===== src/rtl/rv_lsu.sv =====
// Load/store stage: runs one req/ack data-bus transaction per memory op, aligns and
// extends load data, and reports misaligned/illegal ops and bus timeouts as a fault pulse.
module rv_lsu #(
    parameter int DBUS_TIMEOUT = 255
) (
    input  logic        i_clk,
    input  logic        i_reset,
    input  logic        i_valid,
    input  logic        i_load,
    input  logic        i_store,
    input  logic [2:0]  i_funct3,
    input  logic [31:0] i_addr,
    input  logic [31:0] i_wdata,
    input  logic [4:0]  i_rd,
    output logic        o_busy,
    output logic        o_dbus_req,
    output logic        o_dbus_we,
    output logic [31:0] o_dbus_addr,
    output logic [31:0] o_dbus_wdata,
    output logic [3:0]  o_dbus_sel,
    input  logic        i_dbus_ack,
    input  logic [31:0] i_dbus_rdata,
    output logic        o_wb_valid,
    output logic [4:0]  o_wb_rd,
    output logic [31:0] o_wb_data,
    output logic        o_fault,
    output logic [1:0]  o_dbg_state
);

    // Handshake: an op is taken when i_valid is high and o_busy is low; o_dbus_req
    // stays high with stable addr/we/wdata/sel until the cycle i_dbus_ack is seen.
    typedef enum logic [1:0] {
        S_IDLE  = 2'd0,
        S_REQ   = 2'd1,
        S_RESP  = 2'd2,
        S_FAULT = 2'd3
    } state_t;

    localparam int CW = (DBUS_TIMEOUT < 2) ? 1 : $clog2(DBUS_TIMEOUT + 1);
    localparam logic [CW-1:0] TMO_LIMIT = CW'(DBUS_TIMEOUT);

    state_t        state;
    state_t        state_nxt;
    logic [CW-1:0] tmo_cnt;
    logic          op_store;
    logic [2:0]    op_f3;
    logic [31:0]   op_addr;
    logic [31:0]   op_wdata;
    logic [4:0]    op_rd;
    logic [31:0]   rdata_q;

    logic          accept;
    logic          op_legal;
    logic          timeout_hit;
    logic [3:0]    sel_raw;
    logic [31:0]   wdata_raw;
    logic [31:0]   ld_shift;
    logic [31:0]   ld_data;

    assign accept      = i_valid & (i_load | i_store) & (state == S_IDLE);
    assign timeout_hit = (DBUS_TIMEOUT != 0) && (tmo_cnt == TMO_LIMIT);

    // Byte/half/word are legal for both directions; unsigned codes only for loads.
    always_comb begin
        op_legal = 1'b0;
        case (i_funct3)
            3'b000:  op_legal = 1'b1;
            3'b001:  op_legal = ~i_addr[0];
            3'b010:  op_legal = (i_addr[1:0] == 2'b00);
            3'b100:  op_legal = ~i_store;
            3'b101:  op_legal = ~i_store & ~i_addr[0];
            default: op_legal = 1'b0;
        endcase
    end

    always_comb begin
        state_nxt = state;
        case (state)
            S_IDLE: begin
                if (accept) begin
                    state_nxt = op_legal ? S_REQ : S_FAULT;
                end
            end
            S_REQ: begin
                if (i_dbus_ack) begin
                    state_nxt = S_RESP;
                end else if (timeout_hit) begin
                    state_nxt = S_FAULT;
                end
            end
            S_RESP:  state_nxt = S_IDLE;
            S_FAULT: state_nxt = S_IDLE;
            default: state_nxt = S_IDLE;
        endcase
    end

    always_ff @(posedge i_clk) begin
        if (i_reset) begin
            state    <= S_IDLE;
            tmo_cnt  <= '0;
            op_store <= 1'b0;
            op_f3    <= 3'b000;
            op_addr  <= 32'h0;
            op_wdata <= 32'h0;
            op_rd    <= 5'd0;
            rdata_q  <= 32'h0;
        end else begin
            state <= state_nxt;
            if (accept) begin
                op_store <= i_store;
                op_f3    <= i_funct3;
                op_addr  <= i_addr;
                op_wdata <= i_wdata;
                op_rd    <= i_rd;
                tmo_cnt  <= '0;
            end else if (state == S_REQ && !i_dbus_ack) begin
                tmo_cnt <= tmo_cnt + 1'b1;
            end
            if (state == S_REQ && i_dbus_ack) begin
                rdata_q <= i_dbus_rdata;
            end
        end
    end

    always_comb begin
        sel_raw   = 4'b1111;
        wdata_raw = op_wdata;
        case (op_f3[1:0])
            2'b00: begin
                sel_raw   = 4'b0001 << op_addr[1:0];
                wdata_raw = {4{op_wdata[7:0]}};
            end
            2'b01: begin
                sel_raw   = 4'b0011 << op_addr[1:0];
                wdata_raw = {2{op_wdata[15:0]}};
            end
            default: begin
                sel_raw   = 4'b1111;
                wdata_raw = op_wdata;
            end
        endcase
    end

    assign ld_shift = rdata_q >> {op_addr[1:0], 3'b000};

    always_comb begin
        ld_data = ld_shift;
        case (op_f3)
            3'b000:  ld_data = {{24{ld_shift[7]}}, ld_shift[7:0]};
            3'b001:  ld_data = {{16{ld_shift[15]}}, ld_shift[15:0]};
            3'b100:  ld_data = {24'h0, ld_shift[7:0]};
            3'b101:  ld_data = {16'h0, ld_shift[15:0]};
            default: ld_data = ld_shift;
        endcase
    end

    // Bus and writeback fields are zeroed outside their strobes so idle outputs read 0.
    assign o_busy       = (state != S_IDLE);
    assign o_dbus_req   = (state == S_REQ);
    assign o_dbus_we    = o_dbus_req & op_store;
    assign o_dbus_addr  = o_dbus_req ? {op_addr[31:2], 2'b00} : 32'h0;
    assign o_dbus_sel   = o_dbus_req ? sel_raw : 4'b0000;
    assign o_dbus_wdata = o_dbus_req ? wdata_raw : 32'h0;
    assign o_wb_valid   = (state == S_RESP) & ~op_store;
    assign o_wb_rd      = o_wb_valid ? op_rd : 5'd0;
    assign o_wb_data    = o_wb_valid ? ld_data : 32'h0;
    assign o_fault      = (state == S_FAULT);
    assign o_dbg_state  = state;

endmodule


===== config.mk =====
export PLATFORM = sky130hd
export DESIGN_NAME = rv_lsu
export DESIGN_NICKNAME = d
export VERILOG_FILES = /design/src/rtl/rv_lsu.sv
export SDC_FILE = /design/constraint.sdc
export NUM_CORES = 1
export LEC_CHECK = 0
export CORE_MARGIN = 2
export CORE_UTILIZATION = 30
export DETAILED_ROUTE_END_ITERATION = 10
export HOLD_SLACK_MARGIN = 0.03
export REMOVE_ABC_BUFFERS = 1
export SLEW_MARGIN = 15
export SYNTH_ARGS = -nofsm -noshare
export SYNTH_HDL_FRONTEND = slang
export SYNTH_SLANG_ARGS = --single-unit

===== constraint.sdc =====
create_clock -name i_clk -period 2.2 [get_ports i_clk]
set_input_delay 0.44 -clock i_clk [delete_from_list [all_inputs] [get_ports i_clk]]
set_output_delay 0.44 -clock i_clk [all_outputs]
set_load 0.01 [all_outputs]

Word-level counts from Yosys, hierarchy flattened --
Index checks and enable logic that the tools add are counted.
Operators by class: div/mod/pow operators 0, equality and inequality tests 14, bitwise operators 9, muxes and demuxes 14, reductions and logical operators 12, multiply operators 0, add/subtract/negate cells 1, shift operators 3, order comparisons 0
Operators by type and width (count):
- $pmux 32 s4 | 1
- $mux 32 | 3
- $pmux 32 s2 | 1
- $shr 32x5->32 | 1
- $eq 3x3->1 const B | 4
- $add 8x1->8 const B | 1
- $eq 8x8->1 const B | 1
- $mux 2 | 4
- $pmux 4 s2 | 1
- $eq 3x1->1 const B | 2
- $logic_not 2->1 | 3
- $logic_not 3->1 | 2
- $pmux 2 s3 | 1
- $and 1x1->1 | 5
- $mux 5 | 1
- $pmux 1 s5 | 1
- $eq 2x1->1 const B | 2
- $eq 2x2->1 const B | 2
- $mux 4 | 1
- $reduce_or 2->1 | 2
- $shl 1x2->4 const A | 1
- $shl 2x2->4 const A | 1
- $eq 3x2->1 const B | 1
- $ne 3x1->1 const B | 1
- 7 further kinds | 10
Word-level totals: bits of input ports 110, latch bits 0, memories kept 0, output and inout bits 112, logic and storage cells 61, flip-flop bits (word level) 115, ROM bits 0, RAM bits 0

Longest topological paths before layout --
depth after elaboration 6, depth in mapped cells 7

Worst setup path after synthesis --
No wires, ideal clock.
path type reg-to-output, start point reg state[1], in the netlist o_dbg_state[1], end point out o_wb_data[16], setup slack -52 ps, buffers on the path 4, cell stages (with the launch flop) 8, arrival time 1812 ps, cell sequence dfxtp_1 -> buf_4 -> or3b_1 -> buf_2 -> or3_1 -> buf_2 -> buf_6 -> o22ai_1
On the way: word-level cells in the longest chain between the ends 3
Ends and longest elaborated chain:
- start: declaration | line 42 | state_t state;
- start signal: assignment | line 108 | state <= state_nxt;
- $eq 2x2->1 | line 164 | assign o_wb_valid = (state == S_RESP) & ~op_store;
- $and 1x1->1 | line 164
- $mux 32 | line 166 | assign o_wb_data = o_wb_valid ? ld_data : 32'h0;
- end: declaration | line 25 | output logic [31:0] o_wb_data,
Every way passes these cells.

Final worst setup path --
start point reg state[0], in the netlist o_dbg_state[0], end point out o_wb_data[20]
The elaborated chain is that of the path after synthesis.

==> results.toml <==
[run_status]
outcome = "complete, but fails checks"
violations = "negative setup slack"

[timing]
setup_ws_ns = -0.242
tightestPinTransition_ns = 0.738
relSlewSlack_pct = 50.8
slew_violations = 0
timing.final.crit_period_ns = 2.44
timing_hold_violations_final = 0
final.hold.worst_slack_ns = 0.438
final_clock_skew_ns = 0.00468
max_clock_freq_mhz = 409
report.final.setup_viol = 49
totalNegativeSetupSlack_ns = -5.12
period_share_pct = 111
grt_setup_unrepaired = "true"

[global_route]
wire_length_of_the_first_global_routing_pass_um = 34800
globalRoute.totalOverflow = 0
first_global_vias = 6327
global_route.usage.total_pct = 21.5
grt_antenna_before_repair = 1
pin_count_of_the_biggest_net_entering_global_routing = 75

[synth]
synth_seq_cells = 115
yosysWarningCount = 0
synth-main-ff-cell = "sky130_fd_sc_hd__dfxtp_1"
synth_area_per_cell_um2 = 7.44
synth-seq-area-share_pct = 39.1
netlist-cell-type-count = 44
syn_area_um2 = 5890
number_of_enable_type_register_cells_in_the_synthesized_netlist = 0
synthesis.instances = 791
postSynth.asyncResetShare_pct = 0

[detailed_routing]
via_count = 6592
drt-initial-drc-count = 323
wl_per_cell_um = 17.2
route.detailed.vias_per_inst = 5.09
wirelength_um = 22300
detail_route.drc_violations = 0
remaining_antenna_violation_count = 0
drt-pass1-iter-count = 5

[final_layout]
design.final.nets = 1128
seqCellArea_um2 = 2310
final_layout_size_suffix_gt1_share_pct = 22.4
layout_commonest_cell = "sky130_fd_sc_hd__a21oi_1"
filler_cell_count = 1954
postLayoutCellArea_um2 = 9370
layout_common_cells = "129 x sky130_fd_sc_hd__a21oi_1, 112 x sky130_fd_sc_hd__clkdlybuf4s50_1, 110 x sky130_fd_sc_hd__dfxtp_1"
combined_area_of_the_multi_input_logic_cells_um2 = 3450
syn_to_final_growth_pct = 59.1
diodes_inserted = 0

[floorplanning]
std_cell_rows = 51
floorplan.core_area_um2 = 19300
num_io_pins = 222
die_x_um = 144
dieArea_um2 = 20800
start_util_pct = 30.5
chipHeight_um = 144

[worst_setup_path]
path_max_fanout = 8
critical_path.endpoint_type = "output pin"
critPathArrivalTime_ns = 2.00
path_class = "reg -> out"
setup.worst_path.start_class = "flop"
worst_ep_required_time_ns = 1.76

[place]
hpwl_um = 14300
gp_routability_congestion = 0.824
port_buffers = 219
postPlaceCellArea_um2 = 8660

[clock_tree]
cts_sinks = 115
cts-buffers-inserted = 17
clk_slew_on_worst_s_h_paths_ns = 0.06
cts_tree = "done"
cts-root-to-sink-buffers = 2
clkLatencyLatePin_ns = 0.42
ctsRootBufferMaster = "sky130_fd_sc_hd__clkbuf_16"
htree_levels = 4

[power_and_ir_drop]
ir_worst_vdd_v = 0.000531
cell_leakage_power_nw = 3.66
powerDensity_nw_per_um2 = 698

[job]
maxCapViolCount = 0

[hold_path]
holdCritPathClass = "in -> reg"
logic make-up (layout without fill, tap and decap cells):
kind of cell,Yosys count,in the layout,share of synthesized area (%)
flops,115,115,39.1
mux,33,33,5.99
fa+ha+maj,1,1,0.212
other cells,1,2,0.0637
buf+inv,87,324,6.01
simple gates,292,292,24.3
xor+xnor,3,3,0.446
compound gates,259,259,23.9
power by group:
part	switching, mW	internal [mW]	total [mW]
Clock	0.995	1.97	2.96
Sequential	0.0747	2.20	2.28
Combinational	0.700	0.600	1.30
Total	1.77	4.77	6.54
final cells by class:
type,instances,area share [%]
inverters,5,0.280
repair buffers,288,28.0
well taps,265,3.54
clock inverters,10,1.66
flip-flops and latches,115,24.7
clock buffers,21,5.02
multi-input cells,590,36.8
layer usage:
| layer | share of wire (%) | GRT usage (%) | vias to the layer above |
|---|---|---|---|
| li1 | - | - | 3231 |
| met1 | 42 | 26.6 | 3095 |
| met2 | 46 | 33.8 | 236 |
| met3 | 10 | 8.74 | 28 |
| met4 | 1.7 | 7.17 | 2 |
| met5 | 0.045 | 0 | - |
synth_stat cells (all sizes together) (2+ instances only):
cell type / instances / area share (%)
a221oi: 10 / 1.7
nand2: 102 / 6.5
or4: 3 / 0.38
a21oi: 131 / 11
xnor2: 2 / 0.30
clkinv: 2 / 0.13
or3b: 2 / 0.30
mux2: 18 / 3.4
mux2i: 15 / 2.5
nor2: 21 / 1.3
o21a: 3 / 0.38
dfxtp: 115 / 39
o31ai: 3 / 0.38
nor2b: 10 / 1.1
nor3: 10 / 0.85
inv: 3 / 0.19
nor3b: 2 / 0.25
or3: 3 / 0.32
clkbuf: 60 / 3.8
and2: 45 / 4.8
and4b: 2 / 0.34
nand3: 85 / 7.2
o21ai: 90 / 7.6
o22ai: 7 / 0.74
a211oi: 14 / 1.8
buf: 22 / 1.9
worst max-delay path, stage by stage (launching register included):
cell                      delay, ns
sky130_fd_sc_hd__dfxtp_1       0.31
sky130_fd_sc_hd__or3b_4        0.40
sky130_fd_sc_hd__or3_4         0.41
sky130_fd_sc_hd__buf_6         0.15
sky130_fd_sc_hd__o22ai_1       0.16
sky130_fd_sc_hd__buf_2         0.16
flip-flops by register name, summed over array words and instances, names as in the netlist:
register	count
o_dbg_state	2
op_addr	32
op_f3	3
op_rd	5
op_store	1
op_wdata	32
rdata_q	32
tmo_cnt	8
through the flow:
stage / setup slack [ns] / power (mW) / utilization (%) / instances
after global placement: -0.198 / 3.52 / 44.8 / 1250
after detailed placement: -0.254 / 3.52 / 44.8 / 1250
after global routing: -0.299 / 6.84 / 48.5 / 1294
after floorplan: -2.20 / 2.80 / - / 710
final: -0.242 / 6.54 / 48.5 / 1294
after CTS: -0.261 / 6.58 / 48.0 / 1291
timing repair:
action,CTS,global route
cloned,2,1
hold buffers,0,0
buffers inserted,9,4
gates resized for setup,323,39
pin swaps,14,7
setup endpoints to repair,106,97
path summary, 6_finish.rpt:
kind / startpoint / to / slack [ns] / cells past startpoint
hold reg to reg: rdata_q[2] / rdata_q[2] / 0.45 / 2
setup / recovery: o_dbg_state[0] / o_wb_data[20] / -0.24 / 5
hold / removal: i_reset / op_addr[22] / 0.44 / 2
setup reg to reg: o_dbg_state[0] / op_wdata[2] / 0.50 / 6
Power figures use the tool's default switching activity.
